===== src/rtl/csr_unit.sv =====
// Machine-mode CSR execute/storage stage: CSR read-modify-write, trap entry,
// mret and the resulting fetch redirect.
// Ports:
//   clk, rst                 clock, synchronous active-high reset
//   req_*                    CSR instruction from issue (valid/ready handshake)
//   rsp_*                    old CSR value / illegal flag (valid/ready handshake)
//   trap_*                   trap entry request with cause, pc and tval
//   mret_valid               return from trap
//   redirect_valid/_pc       one-cycle PC redirect pulse to fetch
module csr_unit #(
  parameter int unsigned XLEN    = 32,
  parameter int unsigned HART_ID = 0
) (
  input  logic            clk,
  input  logic            rst,
  input  logic            req_valid,
  output logic            req_ready,
  input  logic [1:0]      req_op,
  input  logic [11:0]     req_addr,
  input  logic [XLEN-1:0] req_wdata,
  input  logic            req_nowrite,
  output logic            rsp_valid,
  input  logic            rsp_ready,
  output logic [XLEN-1:0] rsp_rdata,
  output logic            rsp_illegal,
  input  logic            trap_valid,
  input  logic [XLEN-1:0] trap_cause,
  input  logic [XLEN-1:0] trap_pc,
  input  logic [XLEN-1:0] trap_tval,
  input  logic            mret_valid,
  output logic            redirect_valid,
  output logic [XLEN-1:0] redirect_pc
);

  localparam int unsigned CYC_W = 2 * XLEN;

  localparam logic [1:0] OP_RW = 2'b01;
  localparam logic [1:0] OP_RS = 2'b10;
  localparam logic [1:0] OP_RC = 2'b11;

  localparam logic [11:0] ADDR_MSTATUS  = 12'h300;
  localparam logic [11:0] ADDR_MTVEC    = 12'h305;
  localparam logic [11:0] ADDR_MSCRATCH = 12'h340;
  localparam logic [11:0] ADDR_MEPC     = 12'h341;
  localparam logic [11:0] ADDR_MCAUSE   = 12'h342;
  localparam logic [11:0] ADDR_MTVAL    = 12'h343;
  localparam logic [11:0] ADDR_MCYCLE   = 12'hB00;
  localparam logic [11:0] ADDR_MCYCLEH  = 12'hB80;
  localparam logic [11:0] ADDR_MHARTID  = 12'hF14;

  localparam logic [XLEN-1:0] ONES         = '1;
  localparam logic [XLEN-1:0] MASK_ALIGN   = ~XLEN'(3);
  localparam logic [XLEN-1:0] MASK_MSTATUS = XLEN'(32'h88);

  // Shared write-merge: RW -> rs1, RS -> csr|rs1, RC -> csr&~rs1.
  function automatic logic [XLEN-1:0] csr_merge(input logic [XLEN-1:0] csr,
                                                input logic [XLEN-1:0] rs1,
                                                input logic [XLEN-1:0] cm1,
                                                input logic [XLEN-1:0] cm2);
    return ((((csr & cm1) | rs1) & cm2) | (csr & ~rs1 & ~cm2));
  endfunction

  logic            mie, mpie;
  logic [XLEN-1:0] mtvec, mscratch, mepc, mcause, mtval, mcycle, mcycleh;

  logic [XLEN-1:0] mstatus_rd, rd_val, wmask, cm1, cm2, wr_val;
  logic [CYC_W-1:0] cycle_next;
  logic            hit, wants_write, illegal, accept, do_write;

  // mstatus view: MPP fixed at machine mode, only MIE/MPIE are stored.
  always_comb begin
    mstatus_rd        = '0;
    mstatus_rd[12:11] = 2'b11;
    mstatus_rd[7]     = mpie;
    mstatus_rd[3]     = mie;
  end

  // Address decode: read value and writable mask.
  always_comb begin
    hit   = 1'b1;
    rd_val = '0;
    wmask = '0;
    case (req_addr)
      ADDR_MSTATUS:  begin rd_val = mstatus_rd; wmask = MASK_MSTATUS; end
      ADDR_MTVEC:    begin rd_val = mtvec;      wmask = MASK_ALIGN;   end
      ADDR_MSCRATCH: begin rd_val = mscratch;   wmask = ONES;         end
      ADDR_MEPC:     begin rd_val = mepc;       wmask = MASK_ALIGN;   end
      ADDR_MCAUSE:   begin rd_val = mcause;     wmask = ONES;         end
      ADDR_MTVAL:    begin rd_val = mtval;      wmask = ONES;         end
      ADDR_MCYCLE:   begin rd_val = mcycle;     wmask = ONES;         end
      ADDR_MCYCLEH:  begin rd_val = mcycleh;    wmask = ONES;         end
      ADDR_MHARTID:  rd_val = XLEN'(HART_ID);
      default:       hit = 1'b0;
    endcase
  end

  // Merge-mask selection per op.
  always_comb begin
    cm1 = '0;
    cm2 = ONES;
    case (req_op)
      OP_RS:   cm1 = ONES;
      OP_RC:   cm2 = '0;
      default: ;
    endcase
  end

  // RW always writes; RS/RC write unless the source register is x0.
  assign wants_write = (req_op == OP_RW) || ((req_op != 2'b00) && !req_nowrite);
  // addr[11:10]==11 is the read-only CSR space (covers mhartid).
  assign illegal     = !hit || (req_op == 2'b00) ||
                       (wants_write && (req_addr[11:10] == 2'b11));
  assign req_ready   = !trap_valid && !mret_valid && (!rsp_valid || rsp_ready);
  assign accept      = req_valid && req_ready;
  assign do_write    = accept && !illegal && wants_write;
  assign wr_val      = (rd_val & ~wmask) | (csr_merge(rd_val, req_wdata, cm1, cm2) & wmask);
  assign cycle_next  = {mcycleh, mcycle} + CYC_W'(1);

  always_ff @(posedge clk) begin
    if (rst) begin
      mie            <= 1'b0;
      mpie           <= 1'b0;
      mtvec          <= '0;
      mscratch       <= '0;
      mepc           <= '0;
      mcause         <= '0;
      mtval          <= '0;
      mcycle         <= '0;
      mcycleh        <= '0;
      rsp_valid      <= 1'b0;
      rsp_rdata      <= '0;
      rsp_illegal    <= 1'b0;
      redirect_valid <= 1'b0;
      redirect_pc    <= '0;
    end else begin
      // A write to either half suppresses this cycle's increment.
      if (do_write && (req_addr == ADDR_MCYCLE)) begin
        mcycle <= wr_val;
      end else if (do_write && (req_addr == ADDR_MCYCLEH)) begin
        mcycleh <= wr_val;
      end else begin
        {mcycleh, mcycle} <= cycle_next;
      end

      if (do_write) begin
        case (req_addr)
          ADDR_MSTATUS:  begin mie <= wr_val[3]; mpie <= wr_val[7]; end
          ADDR_MTVEC:    mtvec    <= wr_val;
          ADDR_MSCRATCH: mscratch <= wr_val;
          ADDR_MEPC:     mepc     <= wr_val;
          ADDR_MCAUSE:   mcause   <= wr_val;
          ADDR_MTVAL:    mtval    <= wr_val;
          default:       ;
        endcase
      end

      // Trap/mret never coincide with an accepted request (req_ready is low).
      redirect_valid <= 1'b0;
      if (trap_valid) begin
        mepc           <= trap_pc & MASK_ALIGN;
        mcause         <= trap_cause;
        mtval          <= trap_tval;
        mpie           <= mie;
        mie            <= 1'b0;
        redirect_valid <= 1'b1;
        redirect_pc    <= mtvec & MASK_ALIGN;
      end else if (mret_valid) begin
        mie            <= mpie;
        mpie           <= 1'b1;
        redirect_valid <= 1'b1;
        redirect_pc    <= mepc;
      end

      if (accept) begin
        rsp_valid   <= 1'b1;
        rsp_illegal <= illegal;
        rsp_rdata   <= illegal ? '0 : rd_val;
      end else if (rsp_ready) begin
        rsp_valid <= 1'b0;
      end
    end
  end

endmodule


===== config.mk =====
export PLATFORM = sky130hd
export DESIGN_NAME = csr_unit
export DESIGN_NICKNAME = d
export VERILOG_FILES = /design/src/rtl/csr_unit.sv
export SDC_FILE = /design/constraint.sdc
export NUM_CORES = 1
export LEC_CHECK = 0
export BUFFER_PORTS_ARGS = -buffer_cell sky130_fd_sc_hd__buf_2
export CAP_MARGIN = 25
export CORE_ASPECT_RATIO = 1.4
export CORE_MARGIN = 5
export CORE_UTILIZATION = 50
export CTS_CLUSTER_DIAMETER = 80
export DETAILED_ROUTE_END_ITERATION = 7
export PLACE_DENSITY = 0.71
export SLEW_MARGIN = 10
export SYNTH_ARGS = -nofsm -noshare
export SYNTH_HDL_FRONTEND = slang
export SYNTH_SLANG_ARGS = --single-unit

===== constraint.sdc =====
create_clock -name clk -period 5.74 [get_ports clk]
set_clock_uncertainty 0.15 [all_clocks]
set_input_delay 0.861 -clock clk [delete_from_list [all_inputs] [get_ports clk]]
set_output_delay 0.861 -clock clk [all_outputs]
set_load 0.05 [all_outputs]

==> metrics.md, run 1 <==
| Metric | Value |
|---|---|
| F_max | `243 MHz` |
| Area after DPL | `17200 sq um` |
| Ant. Diodes | `0` |
| Worst path cell trace | `buf_2 > buf_4 > nor2b_1 > buf_4 > and4_1 > a222oi_1 > o211a_1 > o31ai_1 > inv_1 > a211oi_1` |
| Crit path from | `req_addr[1]` |
| Initial antenna violation count | `0` |
| Total gr overflow | `0` |
| Die W | `~160 microns` |
| Netlist cell types | `a little over 90` |
| Initial DRT Pass Iterations | `8` |
| Area delta synth->final | `16.1%` |
| Clock root cell | `clkbuf_16` |
| Ys flop type | `dfxtp_1` |
| Top cell type's share of synthesized area | `37.1%` |
| Mapped Avg Cell Area | `between 7 and 8 sq um` |
| Clk buf depth | `3` |
| Fill cells | `just under 3000` |
| Crit Path Class | `input pin to flop` |
| 1st-iter DRT viols | `roughly 2300` |
| Most Frequent Cell on Critical Path | `buf_4` |
| Required @ worst endpoint | `approximately 6100 ps` |
| Number of synthesized flops with an enable pin | `0` |
| Ports | `between 200 and 250` |
| Sequential share of the synthesized area | `between 30% and 40%` |
| TritonCTS Sinks | `between 200 and 300` |
| Async SR Flop Fraction | `0%` |
| Min cycle time layout | `about 4000 ps` |
| Area leader, netlist | `dfxtp_1` |
| Post-route insts no fill | `roughly 2600` |
| CTS tree | `done` |
| Via Count | `17234` |
| Slew @ Worst Pin | `between 1000 and 1500 ps` |
| Count leader, synth | `dfxtp_1` |
| Post-CTS Resized | `0` |
| Hold buffers post-CTS | `0` |
| RSZ-0062 raised after global routing | `false` |
| CP endpoint kind | `flop` |
| Placed cell count | `about 2500` |
| Critical path data arrival time | `around 4500 ps` |
| Critical Path Max Stage Delay | `~900 ps` |
| Cell count after synthesis | `just under 2000` |
| DP HPWL | `between 40000 and 50000 microns` |
| P_leak | `between 0.006 and 0.007 uW` |
| Final Cycle Share | `between 70% and 80%` |
| Initial Util | `50.4%` |
| Post-route DRC | `7` |
| Setup Fix Bufs, Post-CTS | `0` |
| Hold path startpoint | `mscratch[26]` |
| Final ANT Viol Nets | `0` |
| Pin count of the biggest net entering global routing | `97` |
| #FFs+latches synth | `a little under 300` |
| Total wire length | `67100 microns` |
| Slowest CP cell | `and4_1` |
| Vias in the first global route | `roughly 16000` |
| PwrDens | `259 nW/um^2` |
| Number of CTS-inserted buffers | `30` |
| Num rows | `77` |
| Hold WC Path Type | `flop to flop` |
| Post-synth top cells | `dfxtp_1 (293), nor2_1 (275), nand2_1 (220), a21oi_1 (184), clkbuf_1 (114)` |
| Drt wl/cell | `~26 microns` |
| Failing checks | `DRC` |
| Port Buffers | `between 200 and 250` |
| Layout cells sized above 1 | `19.1%` |
| Core ar. | `31400 sq um` |
| Hold Vio Cnt, Final | `0` |
| Clock latency on the worst-skew pair | `a little under 600 ps` |
| Post-Syn Nets | `2136` |
| Largest cells by area after synthesis | `dfxtp_1 (37%), nor2_1 (6.5%), a21oi_1 (5.8%), nand2_1 (5.2%), a211oi_1 (3.0%)` |
| Total negative setup slack | `0 ps` |
| Slew Viols, Final | `0` |
| Drt via density | `approximately 6.8` |
| First-pass GRT wire length | `between 90000 and 100000 microns` |
| Reg2Reg Launch Point | `mcycle[16]` |
| Outcome | `finished with violations` |
| Critical Path Start Type | `input pin` |
| Yosys Warn Count | `0` |
| GRT Util Overall | `between 30% and 40%` |
| Chip height | `~220 microns` |
| Worst IR Drop VDD | `approximately 0.23 mV` |
| Mapped Area | `15800 sq um` |
| Max cap viols | `0` |
| CTS clk-pin slew, worst paths | `70 ps` |
| CTS H-tree depth | `1` |
| Layout Nets | `between 2000 and 2500` |
| Critical path peak fanout | `38` |
| Final design instance area without fill | `between 15000 and 20000 sq um` |
| Slew HR | `approximately a quarter` |
| Die area | `around 35000 sq um` |
| Routability cong. | `about 1.1` |
| Setup-failing EPs final | `0` |
==> path summary, 6_finish.rpt <==
kind                                     end  slack, ps  cells past startpoint
worst max-delay path            mscratch[18]       1620                     10
worst min register to register  mscratch[26]        300                      2
worst min-delay path            mscratch[26]        300                      2
worst max register to register   mcycleh[25]       2320                      7
==> area by class of cell <==
type                       count  area [sq um]  share of cell area, %
clock buffer                  40           890                   4.85
clock inverter                15           196                   1.07
inverter                      29           109                  0.593
multi-input combinational   1503          9210                   50.1
sequential                   293          5870                   31.9
tap                          395           494                   2.69
timing repair buffer         275          1600                   8.71
==> cells in the final DEF, fill, tap and decap left out, types with 18 or more instances in the layout <==
cell type and instances:
nand4_1 31, a21oi_1 184, and3_1 21, buf_4 55, o21ai_0 80, o22ai_1 18
a31oi_1 22, mux4_2 20, buf_2 212, inv_1 29, dfxtp_1 293, nand2_1 220
nand3_1 68, a22oi_1 23, nor4_1 20, clkbuf_16 31, mux2i_1 46, nor2_1 274
a211oi_1 64, nor3_1 85, a221oi_1 35, nor2b_1 26
==> critical path: cells and delay by family <==
kind | cells | cell delay [ps]
buf+inv | 4 | 920
simple gates | 2 | 1070
compound gates | 4 | 1580
==> metal layers <==
| metal | global-route usage [%] | vias to the layer above | wire length (microns) |
|---|---|---|---|
| met5 | 0 | - | 0 |
| met3 | 5.31 | 279 | 6620 |
| li1 | - | 7652 | - |
| met4 | 23.2 | 0 | 5120 |
| met2 | 58.7 | 1141 | 30600 |
| met1 | 45.3 | 8162 | 24800 |
==> per-stage QoR <==
step | total power, uW | hold slack, ps | utilization [%] | setup slack, ps
5_1_grt | 4870 | 317 | 58.5 | 1540
6_report | 4750 | 302 | 58.5 | 1620
4_1_cts | 4740 | 303 | 58.4 | 1780
3_3_place_gp | 2610 | 285 | 54.7 | 1170
3_5_place_dp | 2620 | 294 | 54.9 | 1180
2_1_floorplan | 2420 | 279 | - | 2490
==> report_power, final <==
part	internal, uW	total (uW)	switching (uW)	leakage, uW
Clock	1270	2160	894	0.000532
Sequential	2080	2120	38.0	0.00238
Combinational	159	468	309	0.00389
==> cell families (layout without fill, tap and decap cells) <==
kind of cell               count (synthesis)  in the layout  synth area share, %
AOI/OAI and AO/OA                        575            575                 25.5
xor gates and xnor gates                   5              5                0.277
adders and majority gates                  1              1               0.0791
buffers and inverters                    190            359                 5.02
DFF                                      293            293                 37.1
muxes                                     76             76                 6.47
and+or+nand+nor                          846            846                 25.6
Power figures use the tool's default switching activity.
==> run 2: changes to the inputs <==
--- a/config.mk
+++ b/config.mk
@@ -12,7 +12,7 @@
 export CORE_UTILIZATION = 50
 export CTS_CLUSTER_DIAMETER = 80
 export DETAILED_ROUTE_END_ITERATION = 7
-export PLACE_DENSITY = 0.71
+export PLACE_DENSITY = 0.74
 export SLEW_MARGIN = 10
 export SYNTH_ARGS = -nofsm -noshare
 export SYNTH_HDL_FRONTEND = slang
==> constraint.sdc (replaced) <==
create_clock -name clk -period 3.45 [get_ports clk]
set_clock_uncertainty 0.15 [all_clocks]
set_input_delay 0.5175 -clock clk [delete_from_list [all_inputs] [get_ports clk]]
set_output_delay 0.5175 -clock clk [all_outputs]
set_load 0.05 [all_outputs]
==> run 2 against run 1 <==
Compared with the run above: the run still ends with DRC left; die area unchanged; sequential power increased by 67%; via count increased by 3.3%; register-to-register slack got worse by 1900 ps; cell area increased by 6.7%; sequential cell count unchanged; sequential share of layout area decreased by 2.0 points; clock power increased by 71%; power increased by 70%; non-clock buffer count increased by 122.
==> metrics.md, run 2 (same netlist as run 1, synthesis figures left out) <==
| Metric | Value |
|---|---|
| R2r endpoint | `mcycleh[26]` |
| CTS clk-pin slew, worst paths | `roughly 70 ps` |
| R2R Setup Slk | `~370 ps` |
| GRT Util Overall | `approximately 40%` |
| Ant. Diodes | `0` |
| Post-route DRC | `2` |
| Crit path capture | `mcycleh[26]` |
| F_max | `roughly 320 MHz` |
| Critical path data arrival time | `about 3400 ps` |
| Worst IR Drop VDD | `between 0.5 and 0.6 mV` |
| Initial antenna violation count | `0` |
| Drt via density | `between 6 and 7` |
| Internal power | `approximately 6000 uW` |
| Total gr overflow | `0` |
| Chip height | `roughly 220 microns` |
| Final Cycle Share | `between 80% and 90%` |
| Pin count of the biggest net entering global routing | `between 100 and 150` |
| Num rows | `77` |
| Post-CTS Resized | `0` |
| Layout Nets | `roughly 2400` |
| DP HPWL | `55100 microns` |
| Setup-failing EPs final | `0` |
| PwrDens | `412 nW/um^2` |
| CTS tree | `done` |
| Area of the multi-input gates | `9200 sq um` |
| Clock root cell | `clkbuf_16` |
| First-pass GRT wire length | `108000 microns` |
| P_leak | `~0.0075 uW` |
| Min cycle time layout | `3080 ps` |
| Final Util | `62.4%` |
| P_sw | `around 2100 uW` |
| Switching share of total power | `25.7%` |
| Required @ worst endpoint | `approximately 3800 ps` |
| Number of CTS-inserted buffers | `30` |
| Outcome | `finished with violations` |
| Port Buffers | `214` |
| Total wire length | `roughly 73000 microns` |
| Die W | `around 160 microns` |
| Critical path peak fanout | `7` |
| CTS H-tree depth | `1` |
| CP endpoint kind | `flop` |
| Hold buffers post-CTS | `0` |
| Worst r2r path cells | `8` |
| Die area | `35300 sq um` |
| Reg area | `around 5900 sq um` |
| Via Count | `between 15000 and 20000` |
| Worst path cell trace | `ha_1 > nand3_1 > nor4_1 > nand4_1 > or3_1 > o31ai_1 > a21oi_1 > a221o_1` |
| Total negative setup slack | `0 ps` |
| Critical Path Start Type | `flop` |
| Slew HR | `a little under two fifths` |
| Core ar. | `about 31000 sq um` |
| Hold Vio Cnt, Final | `0` |
| Clock latency on the worst-skew pair | `roughly 600 ps` |
| Initial Util | `around half` |
| Setup Fix Bufs, Post-CTS | `0` |
| Fill cells | `approximately 2700` |
| Reg2Reg Launch Point | `mcycle[1]` |
| Clock power frac | `45.8%` |
| Critical Path Max Stage Delay | `about 490 ps` |
| Clk buf depth | `3` |
| Slew @ Worst Pin | `between 900 and 1000 ps` |
| Leading cell type in the layout, fill and taps excluded | `dfxtp_1` |
| Crit Path Class | `flop to flop` |
| Ports | `217` |
| RSZ-0062 raised after global routing | `false` |
| Area delta synth->final | `23.8%` |
| Hold slack final | `roughly 22 ps` |
| Vias in the first global route | `16969` |
| Routability cong. | `roughly 1.0` |
| Slew Viols, Final | `0` |
| Layout cells sized above 1 | `23.4%` |
| Slowest CP cell | `or3_1` |
| Hold path startpoint | `trap_pc[25]` |
| Hold WC Path Type | `input pin to flop` |
| TritonCTS Sinks | `293` |
| Initial DRT Pass Iterations | `8` |
| Gate power share | `10.4%` |
| Crit path from | `mcycle[1]` |
| Most frequent cells in the layout | `dfxtp_1 (293), nor2_1 (274), nand2_1 (220)` |
| Failing checks | `DRC` |
| Sequential Power Share | `43.7%` |
| Max cap viols | `0` |
| 1st-iter DRT viols | `about 2100` |
| Final ANT Viol Nets | `0` |
| Drt wl/cell | `approximately 27 microns` |
==> run 2: power by group through the flow <==
stage	combinational, uW	sequential (uW)	clock [uW]
after floorplan	423	3610	0
after global placement	795	3600	0
after detailed placement	813	3600	0
after CTS	819	3530	3700
after global routing	888	3530	3840
final	843	3530	3690
==> run 2: worst min path at each step <==
stage              endpoint  slack, ps  cells after the start
5_1_grt            mepc[25]         30                      2
4_1_cts            mepc[25]          6                      2
3_3_place_gp   mscratch[30]        290                      2
3_5_place_dp    mscratch[8]        290                      2
2_1_floorplan     mtval[13]        280                      2
6_report           mepc[25]         20                      2
==> run 2: metrics by stage <==
| step | cell area [sq um] | setup slack [ps] | cells | total power, uW |
|---|---|---|---|---|
| floorplan | 15800 | 542 | 1986 | 4030 |
| global route | 19600 | 226 | 2673 | 8260 |
| finish | 19600 | 370 | 2673 | 8060 |
| CTS | 19600 | 410 | 2671 | 8040 |
| global placement | 18400 | 88.2 | 2613 | 4390 |
| detailed placement | 18400 | 58.1 | 2615 | 4410 |
==> run 2: per-layer routing <==
metal  wire (microns)  GRT usage (%)
met3             6640           6.30
met5                0              0
met1            26500           48.4
met4             5200           23.1
met2            34800           67.7
==> run 2: layout make-up <==
type	count	area share [%]
well taps	395	2.52
clock inverters	18	1.49
multi-input cells	1503	47.0
inverters	29	0.556
clock buffers	38	4.19
repair buffers	397	14.3
flip-flops and latches	293	29.9
==> run 2: worst max-delay path, delay by kind of cell (launching register included) <==
| family | cells | cell delay (ps) |
|---|---|---|
| AND/OR/NAND/NOR | 4 | 1580 |
| flip-flops | 1 | 440 |
| adder cells (fa/ha/maj) | 1 | 240 |
| AO/OA/AOI/OAI | 3 | 570 |
